==> src/rtl/attn_pkg.sv <==
// attn_pkg: shared FP32 helpers and drain FSM state for the attention-score drain
package attn_pkg;
  localparam logic [31:0] FP32_NEG_INF = 32'hFF80_0000;
  typedef enum logic [1:0] {IDLE, ISSUE, WAIT, EMIT} drain_state_t;
  // Monotonic unsigned key: -0 sorts below +0, NaNs fall where their bits put them
  function automatic logic [31:0] fp32_key(input logic [31:0] x);
    return x[31] ? ~x : x ^ 32'h8000_0000;
  endfunction
endpackage

==> src/rtl/attention_score_drain_if.sv <==
// attention_score_drain_if: score SRAM read port plus softmax-bound score stream
interface attention_score_drain_if #(
  parameter int T = 8,
  parameter int DATA_W = 32
);
  localparam int T_W = (T <= 1) ? 1 : $clog2(T);
  logic              score_re;
  logic [T_W-1:0]    score_tq;
  logic [T_W-1:0]    score_tk;
  logic [DATA_W-1:0] score_rdata;
  logic              score_rvalid;
  logic              out_valid;
  logic              out_ready;
  logic [DATA_W-1:0] out_data;
  logic [T_W-1:0]    out_tq;
  logic [T_W-1:0]    out_tk;
  logic              out_last_col;
  logic              out_last;
  logic [DATA_W-1:0] row_max;
  logic              row_max_valid;
  modport master (
    output score_re, score_tq, score_tk,
    input  score_rdata, score_rvalid,
    output out_valid, out_data, out_tq, out_tk, out_last_col, out_last, row_max, row_max_valid,
    input  out_ready
  );
  modport slave (
    input  score_re, score_tq, score_tk,
    output score_rdata, score_rvalid,
    input  out_valid, out_data, out_tq, out_tk, out_last_col, out_last, row_max, row_max_valid,
    output out_ready
  );
endinterface

==> src/rtl/fp32_max2.sv <==
// fp32_max2: combinational maximum of two FP32 values by total-order key
module fp32_max2
  import attn_pkg::*;
(
  input  logic [31:0] a_i,
  input  logic [31:0] b_i,
  output logic [31:0] y_o
);
  assign y_o = (fp32_key(b_i) > fp32_key(a_i)) ? b_i : a_i;
endmodule

==> src/rtl/attention_score_drain.sv <==
// attention_score_drain: row-major T x T score readout with causal mask and running row max
module attention_score_drain
  import attn_pkg::*;
#(
  parameter int T = 8,
  parameter int DATA_W = 32
) (
  input  logic clk,
  input  logic rst_n,
  input  logic start,
  input  logic causal_en,
  output logic busy,
  output logic done,
  attention_score_drain_if.master bus
);
  localparam int T_W = (T <= 1) ? 1 : $clog2(T);
  localparam logic [T_W-1:0] LAST = T_W'(T - 1);
  drain_state_t      state_q;
  logic [T_W-1:0]    tq_q, tk_q;
  logic              causal_q, done_q;
  logic [DATA_W-1:0] data_q, max_q, max_d;
  logic              masked, last_col, last_elem;
  assign masked    = causal_q && (tk_q > tq_q);
  assign last_col  = tk_q == LAST;
  assign last_elem = last_col && (tq_q == LAST);
  fp32_max2 u_max (.a_i(max_q), .b_i(bus.score_rdata), .y_o(max_d));
  always_ff @(posedge clk) begin
    if (!rst_n) begin
      state_q  <= IDLE;
      tq_q     <= '0;
      tk_q     <= '0;
      causal_q <= 1'b0;
      done_q   <= 1'b0;
      data_q   <= '0;
      max_q    <= FP32_NEG_INF;
    end else begin
      case (state_q)
        IDLE: if (start) begin
          state_q  <= ISSUE;
          tq_q     <= '0;
          tk_q     <= '0;
          causal_q <= causal_en;
          done_q   <= 1'b0;
        end
        ISSUE: begin
          if (tk_q == '0) max_q <= FP32_NEG_INF;
          if (masked) data_q <= FP32_NEG_INF;
          state_q <= masked ? EMIT : WAIT;
        end
        WAIT: if (bus.score_rvalid) begin
          data_q  <= bus.score_rdata;
          max_q   <= max_d;
          state_q <= EMIT;
        end
        EMIT: if (bus.out_ready) begin
          if (last_elem) begin
            done_q  <= 1'b1;
            state_q <= IDLE;
          end else begin
            tk_q    <= last_col ? '0 : tk_q + 1'b1;
            tq_q    <= last_col ? tq_q + 1'b1 : tq_q;
            state_q <= ISSUE;
          end
        end
        default: state_q <= IDLE;
      endcase
    end
  end
  assign busy              = state_q != IDLE;
  assign done              = done_q;
  assign bus.score_re      = (state_q == ISSUE) && !masked;
  assign bus.score_tq      = tq_q;
  assign bus.score_tk      = tk_q;
  assign bus.out_valid     = state_q == EMIT;
  assign bus.out_data      = data_q;
  assign bus.out_tq        = tq_q;
  assign bus.out_tk        = tk_q;
  assign bus.out_last_col  = last_col;
  assign bus.out_last      = last_elem;
  assign bus.row_max       = max_q;
  assign bus.row_max_valid = (state_q == EMIT) && bus.out_ready && last_col;
endmodule

==> src/flat_wrapper.sv <==
// flat-port wrapper written by rule: the top's interface ports become plain ports
module attention_score_drain_flat import attn_pkg::*;
#(
  parameter int T = 8,
  parameter int DATA_W = 32
)
  (clk, rst_n, start, causal_en, busy, done, bus_score_re, bus_score_tq, bus_score_tk, bus_score_rdata, bus_score_rvalid, bus_out_valid, bus_out_data, bus_out_tq, bus_out_tk, bus_out_last_col, bus_out_last, bus_row_max, bus_row_max_valid, bus_out_ready);
  attention_score_drain_if #(.T(T), .DATA_W(DATA_W)) bus_i ();
  input  logic clk;
  input  logic rst_n;
  input  logic start;
  input  logic causal_en;
  output logic busy;
  output logic done;
  output wire logic [$bits(bus_i.score_re)-1:0] bus_score_re;
  output wire logic [$bits(bus_i.score_tq)-1:0] bus_score_tq;
  output wire logic [$bits(bus_i.score_tk)-1:0] bus_score_tk;
  input wire logic [$bits(bus_i.score_rdata)-1:0] bus_score_rdata;
  input wire logic [$bits(bus_i.score_rvalid)-1:0] bus_score_rvalid;
  output wire logic [$bits(bus_i.out_valid)-1:0] bus_out_valid;
  output wire logic [$bits(bus_i.out_data)-1:0] bus_out_data;
  output wire logic [$bits(bus_i.out_tq)-1:0] bus_out_tq;
  output wire logic [$bits(bus_i.out_tk)-1:0] bus_out_tk;
  output wire logic [$bits(bus_i.out_last_col)-1:0] bus_out_last_col;
  output wire logic [$bits(bus_i.out_last)-1:0] bus_out_last;
  output wire logic [$bits(bus_i.row_max)-1:0] bus_row_max;
  output wire logic [$bits(bus_i.row_max_valid)-1:0] bus_row_max_valid;
  input wire logic [$bits(bus_i.out_ready)-1:0] bus_out_ready;
  assign bus_score_re = bus_i.score_re;
  assign bus_score_tq = bus_i.score_tq;
  assign bus_score_tk = bus_i.score_tk;
  assign bus_i.score_rdata = bus_score_rdata;
  assign bus_i.score_rvalid = bus_score_rvalid;
  assign bus_out_valid = bus_i.out_valid;
  assign bus_out_data = bus_i.out_data;
  assign bus_out_tq = bus_i.out_tq;
  assign bus_out_tk = bus_i.out_tk;
  assign bus_out_last_col = bus_i.out_last_col;
  assign bus_out_last = bus_i.out_last;
  assign bus_row_max = bus_i.row_max;
  assign bus_row_max_valid = bus_i.row_max_valid;
  assign bus_i.out_ready = bus_out_ready;
  attention_score_drain #(.T(T), .DATA_W(DATA_W)) u_core (.clk(clk), .rst_n(rst_n), .start(start), .causal_en(causal_en), .busy(busy), .done(done), .bus(bus_i));
endmodule
==> config.mk <==
export PLATFORM = sky130hd
export DESIGN_NAME = attention_score_drain_flat
export DESIGN_NICKNAME = d
export VERILOG_FILES = /design/src/rtl/attn_pkg.sv /design/src/rtl/attention_score_drain_if.sv /design/src/rtl/fp32_max2.sv /design/src/rtl/attention_score_drain.sv /design/src/flat_wrapper.sv
export SDC_FILE = /design/constraint.sdc
export NUM_CORES = 1
export LEC_CHECK = 0
export CAP_MARGIN = 20
export CELL_PAD_IN_SITES_DETAIL_PLACEMENT = 1
export CELL_PAD_IN_SITES_GLOBAL_PLACEMENT = 2
export CORE_ASPECT_RATIO = 1.75
export CORE_MARGIN = 2
export CORE_UTILIZATION = 31
export CTS_BUF_LIST = sky130_fd_sc_hd__clkbuf_8
export CTS_CLUSTER_SIZE = 10
export DETAILED_ROUTE_END_ITERATION = 16
export PLACE_DENSITY = 0.86
export SYNTH_ARGS = -nofsm -noshare
export SYNTH_HDL_FRONTEND = slang
export SYNTH_HIERARCHICAL = 1
export SYNTH_SLANG_ARGS = --single-unit
==> constraint.sdc <==
create_clock -name clk -period 5.1 [get_ports clk]
set_input_delay 1.02 -clock clk [delete_from_list [all_inputs] [get_ports clk]]
set_output_delay 1.02 -clock clk [all_outputs]
set_load 0.005 [all_outputs]
**Word-level counts from Yosys, hierarchy flattened**

Cells that the tools add are included.

- Flip-flop bits (word level): 74
- Bits in latches: 0
- Bits in writable memories: 0
- ROM bits: 0
- Bits of input ports: 38
- Output and inout port bits: 83
- Memories: 0

- Add/subtract/negate cells: 2
- Multiply operators: 0
- Divide/modulo/power cells: 0
- Order comparisons: 2
- Equal/unequal tests: 14
- Shifts and indexed selects: 0
- Muxes and demuxes: 28
- Bitwise operators: 4
- Reductions and logical operators: 18

Operators by type and width:

| operator | count |
|---|---|
| $mux W32 | 7 |
| $pmux W32 S2 | 2 |
| $not A32 Y32 | 2 |
| $gt A32 B32 Y1 | 1 |
| $mux W3 | 7 |
| $pmux W3 S2 | 2 |
| $reduce_and A4 Y1 | 3 |
| $ne A2 B1 Y1 const B | 5 |
| $ne A2 B2 Y1 const B | 4 |
| $pmux W2 S4 | 1 |
| $add A3 B1 Y3 const B | 2 |
| $eq A3 B3 Y1 const B | 2 |
| $mux W2 | 3 |
| $reduce_and A3 Y1 | 2 |
| $reduce_bool A2 Y1 | 3 |
| $logic_and A1 B1 Y1 | 5 |
| $mux W1 | 5 |
| $reduce_and A5 Y1 | 1 |
| $eq A2 B2 Y1 const B | 2 |
| $gt A3 B3 Y1 | 1 |
| $logic_not A3 Y1 | 1 |
| $eq A2 B1 Y1 const B | 1 |
| $logic_not A2 Y1 | 1 |
| $not A1 Y1 | 2 |
| 3 further kinds | 3 |

**Depth between registers and ports, before layout**

- Depth in word-level cells: 6
- Gate-level depth with buffers: 13
- Gate-level depth less buffers: 10

**Cells and area by module**

The synthesis kept the hierarchy.

By module, submodules not included:

| module | instances | cells an instance | area each (µm²) | sequential area each (µm²) |
|---|---|---|---|---|
| attention_score_drain | 1 | 379 | 3348.2 | 1481.4 |
| fp32_max2 | 1 | 188 | 1732.9 | 0.0 |

**Worst setup path after synthesis**

OpenSTA, ideal clock, no wires.

- Path type: input port to flip-flop
- Start: input bus_score_rdata[31]
- End: register u_core.max_q[23] (netlist: u_core/bus.row_max[23])
- Setup time: 0.133 ns
- Arrival: 3.925 ns
- Setup slack: 1.042 ns
- Stages: 13
- Cell sequence: clkbuf_1 -> buf_1 -> xor2_1 -> ha_1 -> and3_2 -> a221o_1 -> a22oi_1 -> o211ai_1 -> a22oi_4 -> buf_6 -> mux2_2 -> nor3_1 -> o21ai_0

- Cells in the longest elaborated chain, start to end: 5

RTL lines:

| what | line | text |
|---|---|---|
| start: declaration | flat_wrapper.sv:18 | `input wire logic [$bits(bus_i.score_rdata)-1:0] bus_score_rdata;` |
| $not A1 Y1 (no line) / $not A32 Y32 (equally long branches) | n/a |  |
| $mux W32 * | attn_pkg.sv:7 | `return x[31] ? ~x : x ^ 32'h8000_0000;` |
| $gt A32 B32 Y1 * | fp32_max2.sv:9 | `assign y_o = (fp32_key(b_i) > fp32_key(a_i)) ? b_i : a_i;` |
| $ne A2 B2 Y1 (no line) * | n/a |  |
| $reduce_and A4 Y1 (no line) * | n/a |  |
| end signal: assignment | attention_score_drain.sv:52 | `max_q <= max_d;` |
| end: declaration | attention_score_drain.sv:21 | `logic [DATA_W-1:0] data_q, max_q, max_d;` |

Every way passes the cells marked *; elsewhere a longest branch is shown, timed or not.
A chain may end at the register's enable or synchronous reset.

**Worst setup path in the final report**

- Start: input bus_score_rdata[31]
- End: register u_core.max_q[24] (netlist: u_core/bus.row_max[24])

Same word-level chain as after synthesis.

==> run_results.csv <==
group,metric,value,unit
run_status,status,"finished clean",
drt,vias,4355,
floorplan,coreArea,16200,sq um
worst_setup_path,crit_arrival,4.45,ns
layout,nFillCells,1870,
logic_synthesis,synth.cell_area,5080,sq um
clock_network,hold_buffers,0,
global_routing,grt_max_degree,111,
worst_setup_path,max_stage_delay,0.56,ns
clock_network,cts-htree-levels,3,
power_and_ir_drop,p_leak,2.51,nW
logic_synthesis,ys_ff_latch,74,
clock_network,numCtsBuffers,9,
floorplan,start_util,31.3,%
timing,rsz0062_at_grt,"no",
global_routing,grt_remaining_overflow,0,
drt,dr.pass1.iters,4,
run,maxCapViolations,0,
global_routing,grt_pass1_wl,24100,um
worst_setup_path,critical_path_class,"input port to flip-flop",
clock_network,cts_buffer_depth,2,
logic_synthesis,synth_cells,567,
clock_network,clk-insertion-delay-late,0.35,ns
worst_setup_path,crit_family,"compound AO/OA/AOI/OAI gates",
timing,maxSlewHeadroom,30.3,%
worst_setup_path,r2r_setup_slack,1.26,ns
power_and_ir_drop,swShare,35.8,%
floorplan,die_x,101,um
placed_design,hpwl,10800,um
floorplan,io_pins,121,
timing,setup_viol,0,
worst_setup_path,cp_max_fo,26,
timing,fin_skew,0.0112,ns
clock_network,cts-root-buf,"clkbuf_8",
clock_network,ctsResizeCount,0,
timing,final_hold_viol_count,0,
clock_network,path_clk_slew,0.08,ns
power_and_ir_drop,power.density,332,nW/um^2
layout,final_cell_mix,"clkdlybuf4s50_1 (118), dfxtp_1 (73), nand2_1 (70), nand3_1 (51), ha_1 (43)",
layout,fin_nets,740,
placed_design,gp_congestion,0.776,
drt,wl,14700,um
layout,syn_to_final_growth,28.7,%
drt,viasPerCell,5.09,
power_and_ir_drop,combinationalPowerShare,41.9,%
logic_synthesis,async_flop_share,0,%
global_routing,antenna_found_initial,0,
layout,drive_gt1_share,10.3,%
clock_network,cts_tree,"built",
worst_hold_path,hold_class,"flip-flop to flip-flop",
drt,wl_per_cell,17.2,um
drt,drc,0,
layout,multi_input_comb_area,3260,sq um
floorplan,die_area,17500,sq um
worst_setup_path,path_buf_inv,2,
drt,ant_nets,0,
floorplan,num_rows,62,
power_and_ir_drop,power_frac_clock,26.3,%
placed_design,io_buffers,120,
worst_setup_path,crit_chain,"buf_2 -> xor2_1 -> ha_1 -> and3_2 -> a221o_1 -> a22oi_1 -> o211ai_1 -> a22oi_4 -> buf_4 -> mux2_2 -> nor3_1 -> o21ai_0",
logic_synthesis,ys.flop_type,"dfxtp_1",
clock_network,clkSinkCount,74,
drt,drt_iter0_markers,98,
worst_setup_path,worstPathRequired,5.27,ns
clock_network,post_cts_buffers,0,
power_and_ir_drop,intPower,1.39,mW
power_and_ir_drop,seqPwrFrac,31.8,%
power_and_ir_drop,p_sw,0.777,mW
power_and_ir_drop,total_power,2.17,mW
timing,fin_ws,0.823,ns
layout,mostFrequentLayoutCell,"clkdlybuf4s50_1",
power_and_ir_drop,ir_worst_vdd,0.000176,V
timing,setup_tns,0,ns
logic_synthesis,ys_warn_count,6,
logic_synthesis,synth_nets,649,
placed_design,pre_cts_slack,0.477,ns
timing,hold_ws,0.456,ns
layout,fin_cells,855,
timing,drv_slew,0,
logic_synthesis,post_synth.cell_area_avg,8.96,sq um
worst_setup_path,start_kind,"input port",
layout,diodes,0,
placed_design,dp_cells,838,
worst_setup_path,end_kind,"flip-flop",
logic_synthesis,synth_edf_count,0,
worst_setup_path,crit_slowest_cell,"buf_2",
timing,worst_slew_pin_slew,1.05,ns
global_routing,globalRouteTotalUtil,17.3,%
timing,fmax,234,MHz
global_routing,grt_pass1_vias,4688,
logic_synthesis,ys_seq_area_share,29.2,%
layout,register_area,1480,sq um
logic_synthesis,yosysUniqueCellTypes,52,
timing,fin_crit_sh,83.9,%
floorplan,die_h,173,um
timing,finalCriticalPeriod,4.28,ns
## final timing paths
path,from,to,cells after the start
max,bus_score_rdata[31],u_core/bus.row_max[24],12
min,u_core/bus.out_data[26],u_core/bus.out_data[26],2
max reg2reg,u_core/bus.row_max[31],u_core/bus.row_max[24],12
min reg2reg,u_core/bus.out_data[26],u_core/bus.out_data[26],2
## cell usage after synthesis, types with 8 or more instances
master / instances / area share [%]
a21oi_1: 14 / 1.4
ha_1: 44 / 11
mux2_2: 22 / 4.9
xnor2_1: 31 / 5.3
inv_1: 13 / 0.96
a21boi_1: 23 / 3.4
nand3_1: 51 / 5.0
nand4_1: 8 / 0.99
clkbuf_1: 19 / 1.4
nor3_1: 11 / 1.1
mux2i_1: 33 / 6.5
dfxtp_1: 74 / 29
o21ai_0: 25 / 2.5
xor2_1: 31 / 5.3
mux2_4: 11 / 3.3
nor2_1: 16 / 1.2
nand2_1: 70 / 5.2
## metal layers
| layer | track usage [%] | routed length [um] | up-vias |
|---|---|---|---|
| met3 | 2.34 | 357 | 14 |
| met4 | 4.74 | 213 | 0 |
| li1 | - | - | 2142 |
| met2 | 33.7 | 8420 | 75 |
| met5 | 0 | 0 | - |
| met1 | 18.7 | 5750 | 2124 |
## sequential cells by signal, indices dropped and copies added (netlist names)
| register | count |
|---|---|
| u_core/state_q | 2 |
| u_core/bus.out_tk | 3 |
| u_core/bus.out_tq | 3 |
| u_core/causal_q | 1 |
| u_core/done | 1 |
| u_core/bus.row_max | 32 |
| u_core/bus.out_data | 32 |
## cells by family (layout without fill, tap and decap cells)
kind of cell	Yosys count	count (layout)	synth area share (%)
compound gates	85	85	11.2
xor+xnor	62	62	10.7
fa+ha+maj	44	44	10.8
buf+inv	60	156	6.72
flops	74	74	29.2
mux	66	66	14.6
simple gates	176	176	16.8
## through the flow
stage / util [%] / cell area [sq um]
2_1_floorplan: - / 5080
3_3_place_gp: 38.7 / 6270
3_5_place_dp: 38.7 / 6270
4_1_cts: 40.2 / 6510
5_1_grt: 40.3 / 6540
6_report: 40.3 / 6540
## cell type report
cell class	instances	area share, %
Clock buffer	10	2.10
Clock inverter	6	1.63
Inverter	14	0.804
Multi-Input combinational cell	433	49.9
Sequential cell	74	22.7
Tap cell	192	3.67
Timing Repair Buffer	126	19.2
## worst register-to-register path: cells and delay by family (launching register included)
kind | cells | cell delay (ns)
AND/OR/NAND/NOR | 5 | 0.95
flip-flops | 1 | 0.76
buffers and inverters | 2 | 0.63
AO/OA/AOI/OAI | 2 | 0.56
multiplexers | 1 | 0.36
adder cells (fa/ha/maj) | 1 | 0.30
XOR/XNOR | 1 | 0.11
## power groups by stage
stage          registers, mW  clock network [mW]  logic [mW]
4_1_cts                0.693               0.590       0.909
2_1_floorplan          0.700                   0       0.643
3_3_place_gp           0.701                   0       0.865
5_1_grt                0.700               0.613        1.00
6_report               0.690               0.571       0.910
3_5_place_dp           0.706                   0       0.904
(Power assumes the default switching activity.)
